$ cat src/rtl/alu_flag_exec.sv
// rtl/alu_flag_exec.sv - execute-stage ALU with registered C/Z/N flags and iterative MUL
// Single-cycle ops commit on the accepting edge; MUL runs one shift-add step per cycle.
module alu_flag_exec #(
  parameter int N       = 16,
  parameter int SHAMT_W = 5
) (
  input  logic               clk,
  input  logic               rst,
  input  logic               valid_in,
  output logic               ready_out,
  input  logic [3:0]         op,
  input  logic [N-1:0]       src_a,
  input  logic [N-1:0]       src_b,
  input  logic [N-1:0]       imm,
  input  logic [SHAMT_W-1:0] shamt,
  input  logic               in_port_sel,
  input  logic [N-1:0]       in_port,
  input  logic               flush,
  input  logic               flag_load,
  input  logic [2:0]         flag_in,
  output logic [N-1:0]       result,
  output logic               result_valid,
  output logic               carry_flag,
  output logic               zero_flag,
  output logic               neg_flag,
  output logic               busy
);

  localparam int CNT_W = $clog2(N + 1);

  typedef enum logic [1:0] {S_IDLE, S_MUL, S_DONE} state_t;

  state_t             state_q, state_d;
  logic [N-1:0]       result_q, result_d;
  logic               result_valid_q, result_valid_d;
  logic               c_q, c_d, z_q, z_d, n_q, n_d;
  logic [2*N-1:0]     acc_q, acc_d, mcand_q, mcand_d;
  logic [N-1:0]       mplr_q, mplr_d;
  logic [CNT_W-1:0]   cnt_q, cnt_d;

  logic               accept;
  logic [N:0]         wide, shl_w, shr_w;
  logic [N-1:0]       alu_res;
  logic               alu_has, alu_zn, alu_cu, alu_c;
  logic [2*N-1:0]     prod;

  assign ready_out = (state_q == S_IDLE);
  assign accept    = valid_in && ready_out && !flush;

  // Shifting at N+1 bits leaves the last bit shifted out in the extra position.
  assign shl_w = {1'b0, src_a} << shamt;
  assign shr_w = {src_a, 1'b0} >> shamt;
  assign prod  = acc_q + (mplr_q[0] ? mcand_q : {(2*N){1'b0}});

  always_comb begin
    wide    = '0;
    alu_res = '0;
    alu_has = 1'b0;
    alu_zn  = 1'b0;
    alu_cu  = 1'b0;
    alu_c   = 1'b0;
    case (op)
      4'd0: begin
        alu_res = in_port;
        alu_has = in_port_sel;
      end
      4'd1: begin
        alu_res = ~src_a;
        alu_has = 1'b1; alu_zn = 1'b1; alu_cu = 1'b1;
      end
      4'd2, 4'd3, 4'd5, 4'd6: begin
        case (op)
          4'd2:    wide = {1'b0, src_a} + {{N{1'b0}}, 1'b1};
          4'd3:    wide = {1'b0, src_a} - {{N{1'b0}}, 1'b1};
          4'd5:    wide = {1'b0, src_a} + {1'b0, src_b};
          default: wide = {1'b0, src_a} - {1'b0, src_b};
        endcase
        alu_res = wide[N-1:0];
        alu_c   = wide[N];
        alu_has = 1'b1; alu_zn = 1'b1; alu_cu = 1'b1;
      end
      4'd4, 4'd13: begin
        alu_res = src_a;
        alu_has = 1'b1;
      end
      4'd7: begin
        alu_res = src_a & src_b;
        alu_has = 1'b1; alu_zn = 1'b1;
      end
      4'd8: begin
        alu_res = src_a | src_b;
        alu_has = 1'b1; alu_zn = 1'b1;
      end
      4'd9: begin
        alu_res = shl_w[N-1:0];
        alu_c   = shl_w[N];
        alu_has = 1'b1; alu_zn = 1'b1; alu_cu = (shamt != '0);
      end
      4'd10: begin
        alu_res = shr_w[N:1];
        alu_c   = shr_w[0];
        alu_has = 1'b1; alu_zn = 1'b1; alu_cu = (shamt != '0);
      end
      4'd11: begin
        alu_cu = 1'b1; alu_c = 1'b1;
      end
      4'd12: alu_cu = 1'b1;
      4'd14: begin
        alu_res = imm;
        alu_has = 1'b1;
      end
      default: ;
    endcase
  end

  always_comb begin
    state_d        = state_q;
    result_d       = result_q;
    result_valid_d = 1'b0;
    c_d            = c_q;
    z_d            = z_q;
    n_d            = n_q;
    acc_d          = acc_q;
    mcand_d        = mcand_q;
    mplr_d         = mplr_q;
    cnt_d          = cnt_q;
    if (flush) begin
      state_d = S_IDLE;
    end else begin
      case (state_q)
        S_IDLE: begin
          if (accept && op == 4'd15) begin
            state_d = S_MUL;
            acc_d   = '0;
            mcand_d = {{N{1'b0}}, src_a};
            mplr_d  = src_b;
            cnt_d   = '0;
          end else if (accept) begin
            if (alu_has) begin
              result_d       = alu_res;
              result_valid_d = 1'b1;
            end
            if (alu_zn) begin
              z_d = (alu_res == '0);
              n_d = alu_res[N-1];
            end
            if (alu_cu) c_d = alu_c;
          end
        end
        S_MUL: begin
          acc_d   = prod;
          mcand_d = mcand_q << 1;
          mplr_d  = mplr_q >> 1;
          cnt_d   = cnt_q + 1'b1;
          // The final step commits the product so it is visible during DONE.
          if (cnt_q == CNT_W'(N - 1)) begin
            state_d        = S_DONE;
            result_d       = prod[N-1:0];
            result_valid_d = 1'b1;
            z_d            = (prod[N-1:0] == '0);
            n_d            = prod[N-1];
            c_d            = (prod[2*N-1:N] != '0);
          end
        end
        default: state_d = S_IDLE;
      endcase
      if (flag_load) {c_d, z_d, n_d} = flag_in;
    end
  end

  always_ff @(posedge clk) begin
    if (rst) begin
      state_q        <= S_IDLE;
      result_q       <= '0;
      result_valid_q <= 1'b0;
      c_q            <= 1'b0;
      z_q            <= 1'b0;
      n_q            <= 1'b0;
      acc_q          <= '0;
      mcand_q        <= '0;
      mplr_q         <= '0;
      cnt_q          <= '0;
    end else begin
      state_q        <= state_d;
      result_q       <= result_d;
      result_valid_q <= result_valid_d;
      c_q            <= c_d;
      z_q            <= z_d;
      n_q            <= n_d;
      acc_q          <= acc_d;
      mcand_q        <= mcand_d;
      mplr_q         <= mplr_d;
      cnt_q          <= cnt_d;
    end
  end

  assign result       = result_q;
  assign result_valid = result_valid_q;
  assign carry_flag   = c_q;
  assign zero_flag    = z_q;
  assign neg_flag     = n_q;
  assign busy         = (state_q != S_IDLE);

endmodule

$ cat config.mk
export PLATFORM = sky130hd
export DESIGN_NAME = alu_flag_exec
export DESIGN_NICKNAME = d
export VERILOG_FILES = /design/src/rtl/alu_flag_exec.sv
export SDC_FILE = /design/constraint.sdc
export NUM_CORES = 1
export LEC_CHECK = 0
export ABC_CLOCK_PERIOD_IN_PS = 9050
export CAP_MARGIN = 20
export CORE_MARGIN = 2
export CORE_UTILIZATION = 26
export CTS_CLUSTER_SIZE = 8
export DETAILED_ROUTE_END_ITERATION = 8
export HOLD_SLACK_MARGIN = 0.08
export PLACE_DENSITY = 0.43
export SLEW_MARGIN = 20
export SYNTH_ARGS = -nofsm -noshare
export SYNTH_HDL_FRONTEND = slang
export SYNTH_SLANG_ARGS = --single-unit
$ cat constraint.sdc
create_clock -name clk -period 9.05 [get_ports clk]
set_input_delay 1.81 -clock clk [delete_from_list [all_inputs] [get_ports clk]]
set_output_delay 1.81 -clock clk [all_outputs]
set_load 0.01 [all_outputs]
==> results of run 1 <==
cell type report:
cell class	instances	area (um^2)	share of cell area (%)
sequential	107	2140	17.3
multi-input combinational	1280	7960	64.2
tap	532	666	5.37
timing repair buffer	129	1210	9.74
clock buffer	9	225	1.82
inverter	29	109	0.878
clock inverter	7	88.8	0.716
power groups by stage:
stage,clock network (mW),registers [mW],logic (mW)
finish,0.429,0.481,0.397
global route,0.461,0.481,0.427
CTS,0.446,0.481,0.394
detailed placement,0,0.492,0.392
global placement,0,0.492,0.394
floorplan,0,0.491,0.231
sequential cells by signal, indices dropped and copies added, names as in the netlist:
register and count:
zero_flag 1, state_q 2, mplr_q 16, acc_q 32, result 16, result_valid 1, mcand_q 32, carry_flag 1
cnt_q 5, neg_flag 1
tightest hold or removal path, cell delays in order, from the launching register on:
cell and delay (ns):
dfxtp_1 0.31, nand2_1 0.05, a21oi_1 0.05
cells by family after synthesis:
family	after synthesis	share of synthesized area (%)
simple gates	635	27.5
compound gates	503	31.0
buf+inv	155	5.51
flops	107	20.1
fa+ha+maj	56	6.72
mux	51	6.19
xor+xnor	35	2.88
layout by cell type (no fill, tap or decap), types with 10 or more instances in the layout:
cell type          n
nor2_1           197
nand2_1          190
a21oi_1          162
dfxtp_1          107
clkdlybuf4s50_1   99
o21ai_0           96
nand3_1           59
ha_1              54
and2_1            37
a311oi_1          37
nor3_1            32
mux2i_1           31
a22oi_1           30
inv_1             27
buf_4             27
or3_1             21
nand2b_1          21
o211ai_1          19
xnor2_1           19
a31o_2            18
a211oi_1          17
xor2_1            16
nor2b_1           14
nand4_1           14
a21o_1            14
o22ai_1           13
mux4_2            11
or2_2             10
worst paths after layout:
path | cells past startpoint | slack (ns) | end
worst max-delay path | 20 | 2.07 | zero_flag
worst min-delay path | 2 | 0.45 | result[10]
worst max register to register | 14 | 3.95 | carry_flag
worst min register to register | 2 | 0.45 | result[10]
per-layer routing:
layer,routed length (um),part of all wire (%),vias to the layer above
li1,-,-,5684
met1,20900,45,5676
met2,21600,47,355
met3,1820,4.0,70
met4,1630,3.6,2
met5,10,0.022,-
==> flow_metrics.py, run 1 <==
metrics = {
    "worst_setup_path": {
        "crit_top_cell": "a21oi_1",
        "path_max_fanout": 36,
        "slowest_delay_ns": 0.80,
        "end_kind": "flop",
        "critPathTopFamily": "compound AO/OA/AOI/OAI gates",
        "crit_path_cell_trace": "clkdlybuf4s50_1, buf_4, clkinv_1, nor2_1, nand2_1, a21oi_1, nor2_1, o21ai_0, a21oi_1, ha_1, a21oi_1, a211oi_1, nor3_1, a21oi_1, xnor2_1, nor2_1, a2111oi_0, nor2b_1, nand4_1, o31ai_1",
        "crit_type": "input pin to flop",
        "startpoint": "op[2]",
        "crit_buf_inv": 3,
        "crit_required_ns": 9.34,
        "startpoint_type": "input pin",
        "worstPathArrival_ns": 7.27,
        "slowest_stage": "a2111oi_0",
        "timing.rr.start": "mplr_q[0]",
    },
    "global_route": {
        "grt_antenna_before_repair": 2,
        "grt_pass1_wl_mm": 69.4,
        "grt_max_degree": 84,
        "grt_util_met1_pct": 28.5,
        "grt_usage_pct": 21.5,
        "grt_util_met3_pct": 2.02,
        "use_met2_pct": 35.9,
        "grt-ovfl-total": 0,
        "busiest_layer": "met2",
        "grt_pass1_vias": 11200,
    },
    "die": {
        "die-area_um2": 42600,
        "die_x_um": 206,
        "dieHeight_um": 206,
        "io_pins": 104,
        "rows": 74,
        "coreArea_um2": 40600,
        "start_util_pct": 26.2,
    },
    "timing": {
        "final.min_clock_period_ns": 6.98,
        "hold_violations": 0,
        "rsz0062_at_grt": "no",
        "fmax_mhz": 143,
        "setup_viol": 0,
        "slew_viol_final": 0,
        "final.period_utilization_pct": 77.1,
        "final.setup.tns_ns": 0,
        "clock_skew_ns": 0.0135,
        "tightest_slew_ns": 0.997,
        "maxSlewHeadroom_pct": 31.8,
        "layout_setup_ws_ns": 2.07,
        "hold_slack_ns": 0.454,
    },
    "yosys": {
        "ys_top_cells_by_count": "197 x nor2_1, 190 x nand2_1, 162 x a21oi_1",
        "synth_edf_count": 0,
        "synth_top_area_share_pct": 20.1,
        "synth.most_common_cell": "nor2_1",
        "netlist_instances": 1542,
        "synth.avg_cell_area_um2": 6.90,
        "synth_nets": 1680,
        "synth_area_um2": 10600,
        "synth-seq-area-share_pct": 20.1,
        "yosysUniqueCellTypes": 78,
        "synth_ff_type": "dfxtp_1",
        "yosys.area.top_type": "dfxtp_1",
        "yosys_register_bits": 107,
        "ys_top_cells_by_area": "dfxtp_1 20%, a21oi_1 7.6%, nor2_1 6.9%",
        "yosysWarnings": 0,
        "async_flop_share_pct": 0,
    },
    "detailed_routing": {
        "firstDrtPassIters": 6,
        "viasPerCell": 5.63,
        "vias": 11800,
        "drt.antenna.violating_nets": 0,
        "drt_wl_total_mm": 45.9,
        "drc": 0,
        "wl_per_cell_um": 22.0,
        "drt_iter0_markers": 983,
    },
    "clock_tree": {
        "post-cts-setup-buffers": 0,
        "cts_tree": "yes",
        "cts_sinks": 107,
        "cts_hold_buf": 0,
        "ctsLongestPathBuffers": 2,
        "cts_resized": 0,
        "numCtsBuffers": 9,
        "htree_num_levels": 3,
        "clk_latency_ns": 0.37,
        "clockRootBuffer": "clkbuf_16",
        "path_clk_slew_ns": 0.08,
    },
    "power": {
        "p_seq_share_pct": 36.8,
        "peakVddDrop_uv": 72.3,
        "power_frac_clock_pct": 32.8,
        "swShare_pct": 35.0,
        "p_sw_mw": 0.457,
        "combPwrFrac_pct": 30.4,
        "power_mw": 1.31,
        "powerDensity_nw_per_um2": 105,
        "total_leakage_power_nw": 4.56,
        "p_int_mw": 0.850,
    },
    "finish": {
        "diodes": 0,
        "final_util_pct": 30.5,
        "final_cells": 2093,
        "fin_area_um2": 12400,
        "drive_gt1_share_pct": 6.85,
        "nets": 1694,
        "syn2layout_area_growth_pct": 16.5,
        "fill_cells": 4513,
    },
    "hold_path": {
        "holdCritPathClass": "flop to flop",
        "hp-start": "result[10]",
    },
    "place": {
        "post-place-ws_ns": 1.68,
        "port_buffers": 103,
        "dpl.cell_count": 2077,
        "placed_area_um2": 12100,
        "gp_congestion": 0.902,
        "hpwl_mm": 34.0,
    },
    "outcome": {
        "outcome": "finished, final reports clean",
    },
    "run": {
        "drv_cap": 0,
    },
}
(Power assumes the default switching activity.)
==> run 2: changes to the inputs <==
--- a/config.mk
+++ b/config.mk
@@ -5,14 +5,14 @@
 export SDC_FILE = /design/constraint.sdc
 export NUM_CORES = 1
 export LEC_CHECK = 0
-export ABC_CLOCK_PERIOD_IN_PS = 9050
+export ABC_CLOCK_PERIOD_IN_PS = 6100
 export CAP_MARGIN = 20
 export CORE_MARGIN = 2
 export CORE_UTILIZATION = 26
 export CTS_CLUSTER_SIZE = 8
 export DETAILED_ROUTE_END_ITERATION = 8
 export HOLD_SLACK_MARGIN = 0.08
-export PLACE_DENSITY = 0.43
+export PLACE_DENSITY = 0.44
 export SLEW_MARGIN = 20
 export SYNTH_ARGS = -nofsm -noshare
 export SYNTH_HDL_FRONTEND = slang
==> constraint.sdc (replaced) <==
create_clock -name clk -period 6.1 [get_ports clk]
set_input_delay 1.22 -clock clk [delete_from_list [all_inputs] [get_ports clk]]
set_output_delay 1.22 -clock clk [all_outputs]
set_load 0.01 [all_outputs]
==> flow_metrics.py, run 2 (synthesized netlist as in run 1, its figures left out) <==
metrics = {
    "place": {
        "dpl.cell_count": 2116,
        "hpwl_mm": 34.2,
        "port_buffers": 103,
        "gp_congestion": 0.952,
    },
    "run": {
        "drv_cap": 0,
    },
    "finish": {
        "diodes": 0,
        "drive_gt1_share_pct": 9.24,
        "fill_cells": 4441,
        "syn2layout_area_growth_pct": 19.2,
        "final_cell_mix": "197 x nor2_1, 190 x nand2_1, 162 x a21oi_1, 107 x dfxtp_1, 99 x clkdlybuf4s50_1",
        "final_cells": 2133,
        "layout_commonest_cell": "nor2_1",
        "nets": 1734,
        "reg_top3": "acc_q x32, mcand_q x32",
    },
    "clock_tree": {
        "clk_latency_ns": 0.37,
        "path_clk_slew_ns": 0.08,
        "cts_hold_buf": 0,
        "cts_resized": 0,
        "numCtsBuffers": 9,
        "htree_num_levels": 3,
        "cts_tree": "yes",
        "cts_sinks": 107,
        "ctsLongestPathBuffers": 2,
        "clockRootBuffer": "clkbuf_16",
        "post-cts-setup-buffers": 0,
    },
    "worst_setup_path": {
        "crit_path_cell_trace": "clkdlybuf4s50_1, inv_1, ha_1, inv_1, or3_1, or3_1, buf_4, or3_1, a31o_2, a21oi_1, ha_1, buf_4, nand2_1, o21ai_0, nor3_1, buf_4, a21oi_1, xnor2_1, nor2_1, a2111oi_0, buf_4, nor2b_1, nand4_1, o31ai_1",
        "timing.rr.start": "mplr_q[0]",
        "worstPathArrival_ns": 6.08,
        "path_max_fanout": 5,
        "slowest_delay_ns": 0.45,
        "crit_required_ns": 6.39,
        "slowest_stage": "clkdlybuf4s50_1",
        "r2r_cells": 13,
        "r2r_setup_slack_ns": 1.05,
        "end_kind": "flop",
        "crit_type": "input pin to flop",
        "r2r-end": "carry_flag",
        "crit_buf_inv": 7,
        "startpoint_type": "input pin",
        "critPathTopFamily": "simple AND/OR/NAND/NOR gates",
        "crit_top_cell": "buf_4",
    },
    "detailed_routing": {
        "vias": 11900,
        "firstDrtPassIters": 5,
        "viasPerCell": 5.59,
        "drt_iter0_markers": 1088,
        "drt_wl_total_mm": 45.2,
        "drc": 0,
        "drt.antenna.violating_nets": 0,
        "wl_per_cell_um": 21.2,
    },
    "global_route": {
        "grt-ovfl-total": 0,
        "grt_util_met3_pct": 2.16,
        "grt_pass1_wl_mm": 68.7,
        "grt_max_degree": 84,
        "grt_pass1_vias": 11300,
        "grt_antenna_before_repair": 0,
        "grt_util_met1_pct": 27.7,
        "busiest_layer": "met2",
        "use_met2_pct": 35.5,
        "grt_usage_pct": 21.1,
    },
    "outcome": {
        "outcome": "finished, final reports clean",
    },
    "power": {
        "p_seq_share_pct": 36.7,
        "combPwrFrac_pct": 31.6,
        "swShare_pct": 34.5,
        "peakVddDrop_uv": 124,
        "p_sw_mw": 0.670,
        "total_leakage_power_nw": 4.72,
        "power_mw": 1.94,
        "powerDensity_nw_per_um2": 153,
        "power_frac_clock_pct": 31.7,
        "p_int_mw": 1.27,
    },
    "die": {
        "die_x_um": 206,
        "start_util_pct": 26.2,
        "io_pins": 104,
        "dieHeight_um": 206,
        "rows": 74,
        "die-area_um2": 42600,
        "coreArea_um2": 40600,
    },
    "timing": {
        "hold_violations": 0,
        "hold_slack_ns": 0.454,
        "final.min_clock_period_ns": 5.79,
        "slew_viol_final": 0,
        "rsz0062_at_grt": "no",
        "setup_viol": 0,
        "maxSlewHeadroom_pct": 28.7,
        "fmax_mhz": 173,
        "clock_skew_ns": 0.0136,
        "final.period_utilization_pct": 95.0,
        "tightest_slew_ns": 1.06,
    },
    "hold_path": {
        "hp-start": "result[2]",
        "holdCritPathClass": "flop to flop",
        "hold_path_depth": 2,
        "worstHoldEndpoint": "result[2]",
    },
}
run 2: per-stage QoR:
step           setup TNS [ns]  instance area [um^2]  worst slack, ns  util [%]
2_1_floorplan               0                 10600            0.730         -
3_3_place_gp          -0.0873                 12400          -0.0873      30.4
3_5_place_dp           -0.117                 12400           -0.117      30.4
4_1_cts                     0                 12700            0.216      31.2
5_1_grt                     0                 12700          0.00830      31.2
6_report                    0                 12700            0.307      31.2
run 2: power groups by stage:
stage	Sequential [mW]	Combinational [mW]	Clock, mW
after floorplan	0.729	0.342	0
after global placement	0.730	0.607	0
after detailed placement	0.730	0.604	0
after CTS	0.713	0.607	0.637
after global routing	0.714	0.661	0.665
final	0.713	0.615	0.616
run 2: per-layer routing:
layer	vias up	wire length (um)
met4	0	1430
met2	356	21400
met5	-	0
met1	5765	20500
li1	5748	-
met3	65	1920
run 2: worst reg2reg max path, delay by kind of cell (launching register included):
| family | cells | cell delay (ns) |
|---|---|---|
| simple gates | 5 | 1.77 |
| flops | 1 | 0.52 |
| fa+ha+maj | 2 | 0.73 |
| compound gates | 6 | 1.88 |
run 2: cell type report:
| type | instances | area, um^2 | share of cell area, % |
|---|---|---|---|
| inverters | 29 | 109 | 0.858 |
| clock inverters | 7 | 75.1 | 0.592 |
| multi-input cells | 1280 | 7960 | 62.8 |
| flip-flops and latches | 107 | 2140 | 16.9 |
| clock buffers | 9 | 225 | 1.78 |
| well taps | 532 | 666 | 5.25 |
| repair buffers | 169 | 1510 | 11.9 |
run 2: worst max-delay path by stage:
stage,endpoint,cells past startpoint,start
after CTS,carry_flag,24,src_b[0]
after global placement,carry_flag,24,src_b[0]
after detailed placement,carry_flag,24,src_b[0]
after global routing,carry_flag,26,src_b[0]
final,zero_flag,24,src_b[0]
after floorplan,zero_flag,20,op[1]
